$ cat src/rtl/vga_timing_gen.sv
// rtl/vga_timing_gen.sv - VGA raster timing: pixel counters, syncs, active flag, line/frame strobes
module vga_timing_gen #(
    parameter int   H_ACTIVE    = 640,
    parameter int   H_FP        = 16,
    parameter int   H_SYNC      = 96,
    parameter int   H_BP        = 48,
    parameter int   V_ACTIVE    = 480,
    parameter int   V_FP        = 10,
    parameter int   V_SYNC      = 2,
    parameter int   V_BP        = 33,
    parameter int   CLK_DIV     = 1,
    parameter logic SYNC_ACTIVE = 1'b0
) (
    input  logic        in_clk,
    input  logic        sys_reset_n,
    output logic [9:0]  x_out,
    output logic [9:0]  y_out,
    output logic        pix_en,
    output logic        active,
    output logic        hsync,
    output logic        vsync,
    output logic        line_start,
    output logic        frame_start,
    output logic [15:0] frame_cnt
);

    localparam int H_TOTAL = H_ACTIVE + H_FP + H_SYNC + H_BP;
    localparam int V_TOTAL = V_ACTIVE + V_FP + V_SYNC + V_BP;

    generate
        if (H_TOTAL > 1024 || V_TOTAL > 1024) begin : g_bad_total
            $error("vga_timing_gen: H_TOTAL and V_TOTAL must not exceed 1024");
        end
        if (CLK_DIV < 1 || CLK_DIV > 8) begin : g_bad_div
            $error("vga_timing_gen: CLK_DIV must be in 1..8");
        end
    endgenerate

    localparam logic [9:0]  H_LAST   = 10'(H_TOTAL - 1);
    localparam logic [9:0]  V_LAST   = 10'(V_TOTAL - 1);
    localparam logic [2:0]  DIV_LAST = 3'(CLK_DIV - 1);
    // 11-bit bounds so a region ending exactly at 1024 does not alias to 0
    localparam logic [10:0] H_ACT_END = 11'(H_ACTIVE);
    localparam logic [10:0] HS_BEG    = 11'(H_ACTIVE + H_FP);
    localparam logic [10:0] HS_END    = 11'(H_ACTIVE + H_FP + H_SYNC);
    localparam logic [10:0] V_ACT_END = 11'(V_ACTIVE);
    localparam logic [10:0] VS_BEG    = 11'(V_ACTIVE + V_FP);
    localparam logic [10:0] VS_END    = 11'(V_ACTIVE + V_FP + V_SYNC);

    logic        running;
    logic [2:0]  div_cnt;
    logic [2:0]  div_n;
    logic [9:0]  h_n;
    logic [9:0]  v_n;
    logic [15:0] fc_n;
    logic        pe_n;
    logic [10:0] hx;
    logic [10:0] vx;
    logic        active_n;
    logic        hsync_n;
    logic        vsync_n;
    logic        line_n;
    logic        frame_n;

    // x_out/y_out are the counters themselves; running marks that (0,0) has been shown
    always_comb begin
        h_n   = x_out;
        v_n   = y_out;
        div_n = div_cnt;
        fc_n  = frame_cnt;
        pe_n  = 1'b0;
        if (!running) begin
            h_n   = '0;
            v_n   = '0;
            div_n = '0;
            pe_n  = 1'b1;
        end else if (div_cnt == DIV_LAST) begin
            div_n = '0;
            pe_n  = 1'b1;
            if (x_out == H_LAST) begin
                h_n = '0;
                if (y_out == V_LAST) begin
                    v_n  = '0;
                    fc_n = frame_cnt + 16'd1;
                end else begin
                    v_n = y_out + 10'd1;
                end
            end else begin
                h_n = x_out + 10'd1;
            end
        end else begin
            div_n = div_cnt + 3'd1;
        end
    end

    always_comb begin
        hx       = {1'b0, h_n};
        vx       = {1'b0, v_n};
        active_n = (hx < H_ACT_END) && (vx < V_ACT_END);
        hsync_n  = ((hx >= HS_BEG) && (hx < HS_END)) ? SYNC_ACTIVE : ~SYNC_ACTIVE;
        vsync_n  = ((vx >= VS_BEG) && (vx < VS_END)) ? SYNC_ACTIVE : ~SYNC_ACTIVE;
        line_n   = pe_n && (h_n == 10'd0);
        frame_n  = line_n && (v_n == 10'd0);
    end

    always_ff @(posedge in_clk) begin
        if (!sys_reset_n) begin
            running     <= 1'b0;
            div_cnt     <= '0;
            x_out       <= '0;
            y_out       <= '0;
            frame_cnt   <= '0;
            pix_en      <= 1'b0;
            active      <= 1'b0;
            hsync       <= ~SYNC_ACTIVE;
            vsync       <= ~SYNC_ACTIVE;
            line_start  <= 1'b0;
            frame_start <= 1'b0;
        end else begin
            running     <= 1'b1;
            div_cnt     <= div_n;
            x_out       <= h_n;
            y_out       <= v_n;
            frame_cnt   <= fc_n;
            pix_en      <= pe_n;
            active      <= active_n;
            hsync       <= hsync_n;
            vsync       <= vsync_n;
            line_start  <= line_n;
            frame_start <= frame_n;
        end
    end

endmodule
$ cat config.mk
export PLATFORM = sky130hd
export DESIGN_NAME = vga_timing_gen
export DESIGN_NICKNAME = d
export VERILOG_FILES = /design/src/rtl/vga_timing_gen.sv
export SDC_FILE = /design/constraint.sdc
export NUM_CORES = 1
export LEC_CHECK = 0
export CAP_MARGIN = 5
export CORE_AREA = 2 2 75 77
export DETAILED_ROUTE_END_ITERATION = 10
export DIE_AREA = 0 0 77 79
export PLACE_DENSITY = 0.78
export REMOVE_ABC_BUFFERS = 1
export SYNTH_ARGS = -nofsm -noshare
export SYNTH_HDL_FRONTEND = slang
export SYNTH_SLANG_ARGS = --single-unit
$ cat constraint.sdc
create_clock -name in_clk -period 2.4 [get_ports in_clk]
set_input_delay 0.48 -clock in_clk [delete_from_list [all_inputs] [get_ports in_clk]]
set_output_delay 0.48 -clock in_clk [all_outputs]
set_load 0.02 [all_outputs]
### Word level (Yosys, flattened, before mapping)

Cells that the tools add are included.

* flip-flop bits (word level): 46
* logic and storage cells: 47
* bits of input ports: 2
* output and inout bits: 42

* add/sub/neg operators: 4
* multiplexer cells: 12
* bitwise operators: 2
* reductions and logical operators: 10
* equal/unequal tests: 2
* $lt $le $gt $ge: 6

Operators by type and width (count)
* 10-bit two-way mux: 7
* 10-bit by 1-bit adder with 10-bit output, second input constant: 2
* 10-bit == test, second input constant: 2
* 10-bit logical NOT: 2
* 10-bit less-than comparator, second input constant: 2
* 10-bit by 9-bit less-than comparator with 1-bit output, second input constant: 2
* 16-bit by 1-bit adder with 16-bit output, second input constant: 1
* 10-bit >= comparator, second input constant: 1
* 10-bit by 9-bit >= comparator with 1-bit output, second input constant: 1
* 1-bit logical AND: 5
* 1-bit two-way mux: 5
* 4-bit AND reduction: 1
* 3-bit by 1-bit adder with 3-bit output, second input constant: 1
* 3-bit logical NOT: 1
* 3-bit OR reduction: 1
* 1-bit NOT: 2

### Logic depth before layout (Yosys ltp)

Gate-level depths: netlist of the first run.

* word-level depth: 8
* depth in mapped cells: 10
* gate-level depth less buffers: 8

### Least setup slack after synthesis of the first run

OpenSTA, ideal clock, no wires.

* path kind: register -> register
* start point: register x_out[0]
* end point: register vsync
* data arrival time: 2.587 ns
* cell stages (with the launch flop): 9
* library setup time: 0.134 ns
* buffers on the path: 1
* required time: 2.266 ns
* setup slack: -0.321 ns
* period minus slack after synthesis: 2.721 ns
* cells stage by stage: dfxtp_1 > ha_1 > and4b_1 > and4_1 > buf_4 > and4_1 > o21ai_1 > or4_1 > or4b_1

* word-level cells in the longest chain between the ends: 7
* elaborated cells between the ends (all ways): 8
* classes of those cells: 2 x order compare; 1 x eq/ne; 4 x mux; 1 x reduce/logical

Ends and longest elaborated chain
* from (decl): line 16 `output logic [9:0] x_out,`
* from (signal assigned): line 122 `x_out <= h_n;`
* 10-bit == test *: line 80 `if (x_out == H_LAST) begin`
* 10-bit two-way mux *: line 80
* 10-bit two-way mux *: line 77 `end else if (div_cnt == DIV_LAST) begin`
* 10-bit two-way mux *: line 72 `if (!running) begin`
* 10-bit by 9-bit >= comparator with 1-bit output or 10-bit by 9-bit less-than comparator with 1-bit output (tied branches): line 101 `vsync_n = ((vx >= VS_BEG) && (vx < VS_END)) ? SYNC_ACTIVE : ~SYNC_ACTIVE;`
* 1-bit logical AND *: line 101
* 1-bit two-way mux *: line 101
* to (signal assigned): line 116 `vsync <= ~SYNC_ACTIVE;`
* to (signal assigned): line 128 `vsync <= vsync_n;`
* to (decl): line 21 `output logic vsync,`

Every way passes the cells marked *; elsewhere a longest branch is shown, timed or not.
A chain may end at the register's enable or synchronous reset.

### Final worst setup path of the first run

* start point: register x_out[1]
* end point: register vsync

Same word-level chain as after synthesis.

==> results.toml, run 1 <==
[run_status]
status = "complete, but fails checks"
violations = "setup timing"

[cells_and_area]
final_layout_size_suffix_gt1_frac = 0.197
final_cell_count_no_fill = 443
nNetsFinal = 379
fillers = 482
postLayoutCoreUtil = 0.626
antenna_cells = 0
area_growth_pct = 41.0
multi_input_area_sq_mm = 0.00141
seq_area_sq_um = 926

[die]
io_pins = 44
num_rows = 27
die_h_um = 79
die_w_um = 77
dieArea_sq_mm = 0.00608
initial_core_util = 0.444
core_sq_mm = 0.00534

[timing]
fmax_mhz = 389
rsz0062_at_grt = "true"
finalSetupViolCount = 1
tightest_slew_ns = 0.441
layout_setup_ws_ns = -0.174
finClkSkew_ns = 0.0149
fin_crit_sh = 1.07
min_period_ns = 2.57
slew_violations = 0
slew_headroom = 0.698
final-hold-violation-count = 0

[route]
routed-via-count = 2424
routed_via_density = 5.47
ant_nets = 0
avgRoutedWirePerCell_um = 13.9
drt-initial-drc-count = 173
firstDrtPassIters = 4
drc_errors = 0
drt-total-wl_um = 6160

[pwr]
pwr_density_cell_mw_per_mm2 = 385
swShare = 0.225
p_sw_w = 0.000289
vdd_drop_max_mv = 0.283
power.share.clock = 0.350
p_leak_nw = 1.18
intPower_w = 0.000996
seqPwrFrac = 0.601
comb_power_share = 0.049

[clock_tree]
cts-root-buf = "clkbuf_8"
cts.sinks = 46
cts_inserted_buffers = 5
cts_max_level = 2
cts_buffer_depth = 2
cts_tree = "done"
insertion_delay_ns = 0.30
cts_hold_buf = 0
cts.clk_slew.worst_paths_ns = 0.09

[critical_path]
path_class = "flop to flop"
end_kind = "flop"
r2r-start = "x_out[1]$_SDFF_PN0_"
worstSetupStartpoint = "x_out[1]$_SDFF_PN0_"
worst_setup_path_start_kind = "flop"
crit_fanout = 6
critPathArrivalTime_ns = 2.74
crit_end = "vsync$_SDFF_PN1_"
r2r_cells = 7
r2r-end = "vsync$_SDFF_PN1_"
worstPathRequired_ns = 2.57
reg2reg_slack_ns = -0.17

[flow_run]
cap_violations = 0

[place]
gp_congestion = 0.860
hpwl_um = 4420
place_inst = 429
port_buffers = 43

[global_routing]
busiest_layer = "met2"
use_met2 = 0.346
grt_pass1_wl_um = 10000
grt_use_total = 0.202
overflow = 0
grt_start_max_net_pins = 30
use_met3 = 0.0295
grt_pass1_vias = 2252
antenna_found_initial = 0
grt_util_met1 = 0.256

[logic_synthesis]
ys_ff_latch = 46
synth_common_cells = "dfxtp_1, nor2_1, nand2_1"
yosys-top-cells-area = "dfxtp_1, nor2_1, xnor2_1"
postSynth.asyncResetShare = 0
synth_warnings = 0
syn_area_per_cell_sq_um = 8.32
yosysUniqueCellTypes = 55
ys_seq_area_frac = 0.388
synth.most_common_cell = "dfxtp_1"
yosysTopAreaCell = "dfxtp_1"
synth_edf_count = 0
synth_cells = 285
synth_top_area_frac = 0.388
syn_area_sq_mm = 0.00237
ys.flop_type = "dfxtp_1"

[min_path]
holdPathStages = 2
hp-class = "flop to flop"
## power by group through the flow
stage               combinational [W]  sequential [W]  clock, W
CTS                         0.0000612        0.000772  0.000458
global placement            0.0000603        0.000790         0
detailed placement          0.0000606        0.000790         0
finish                      0.0000627        0.000772  0.000450
floorplan                   0.0000193        0.000800         0
global route                0.0000671        0.000773  0.000484
## worst min path at each step
stage	slack, ns	endpoint	from
after floorplan	0.43	div_cnt[0]$_SDFF_PP0_	div_cnt[0]$_SDFF_PP0_
after global placement	0.50	div_cnt[0]$_SDFF_PP0_	div_cnt[0]$_SDFF_PP0_
after detailed placement	0.51	div_cnt[0]$_SDFF_PP0_	div_cnt[0]$_SDFF_PP0_
after CTS	0.52	div_cnt[0]$_SDFF_PP0_	div_cnt[0]$_SDFF_PP0_
after global routing	0.55	div_cnt[0]$_SDFF_PP0_	div_cnt[0]$_SDFF_PP0_
final	0.53	frame_cnt[15]$_SDFFE_PN0P_	frame_cnt[15]$_SDFFE_PN0P_
## metrics by stage
stage / worst slack, ns / power [W] / TNS [ns] / cell area, sq um / hold WS [ns]
3_5_place_dp: -0.132 / 0.000851 / -0.132 / 3140 / 0.511
6_report: -0.174 / 0.00129 / -0.174 / 3340 / 0.531
2_1_floorplan: -0.474 / 0.000819 / -0.782 / 2320 / 0.432
3_3_place_gp: -0.0386 / 0.000850 / -0.0386 / 3140 / 0.501
4_1_cts: -0.108 / 0.00129 / -0.108 / 3250 / 0.521
5_1_grt: -0.277 / 0.00132 / -0.382 / 3340 / 0.554
## state kept, by name (all words and copies together), names as in the netlist
register and count:
vsync 1, frame_cnt 16, frame_start 1, div_cnt 3, hsync 1, line_start 1, running 1, x_out 10
y_out 10, active 1, pix_en 1
## critical path, cell delays in order (launching register included)
cell	delay [ns]
dfxtp_2	0.34
ha_1	0.15
and4b_2	0.29
nand4_4	0.16
nor4_2	0.30
o21ai_1	0.13
or4_4	0.54
or4b_1	0.53
## per-layer routing
layer | vias to the layer above | wire (um)
met5 | - | 0
met4 | 0 | 125
met3 | 14 | 241
met2 | 64 | 3060
met1 | 1157 | 2740
li1 | 1189 | -
## what timing repair did
action / 4_1_cts / 5_1_grt
buffers inserted: 3 / 4
pin swaps: 4 / 11
gates resized for setup: 3 / 16
endpoints found under the hold margin: 0 / 0
setup endpoints to repair: 1 / 6
## cell families after synthesis
group	Yosys count	synth area share
multiplexers	1	0.00422
AND/OR/NAND/NOR	141	0.321
adder cells (fa/ha/maj)	6	0.0317
XOR/XNOR	22	0.0813
buffers and inverters	25	0.0454
flip-flops	46	0.388
AO/OA/AOI/OAI	44	0.128
## placed cells by master, fill, tap and decap left out, types with 2 or more instances in the layout
cell type        count
o21ai_1              3
clkbuf_8             5
o21ai_0              9
inv_1               12
xnor2_1             17
and4_1               3
a22oi_1              2
nor3b_1              3
nand3_1             10
nor2b_1              2
nor4_2               5
xor2_1               5
dfxtp_1             42
or2_2                2
o31ai_1              2
nand4_1              6
nand2_1             24
nor4_1               4
clkdlybuf4s50_1     43
and3_1               4
or4b_1               2
ha_1                 5
nor3_1              15
clkbuf_1             2
a211oi_1             2
o211ai_1             3
nor2_1              43
dfxtp_2              4
a21oi_1              7
buf_4               47
inv_2                2
o31a_1               3
or3_1                3
nand4b_1             2
## layout make-up
| class | instances | share of cell area |
|---|---|---|
| multi-input combinational | 214 | 0.423 |
| sequential | 46 | 0.277 |
| timing repair buffer | 90 | 0.234 |
| tap | 72 | 0.0270 |
| clock buffer | 7 | 0.0228 |
| inverter | 14 | 0.0157 |
No activity file was read; power rests on OpenSTA's default activity.
==> run 2, diff against run 1 <==
Settings changed: CTS_CLUSTER_DIAMETER set to 50.
==> results of run 2 <==
Same layout as run 1: the final DEF is identical, and so are final timing and power.
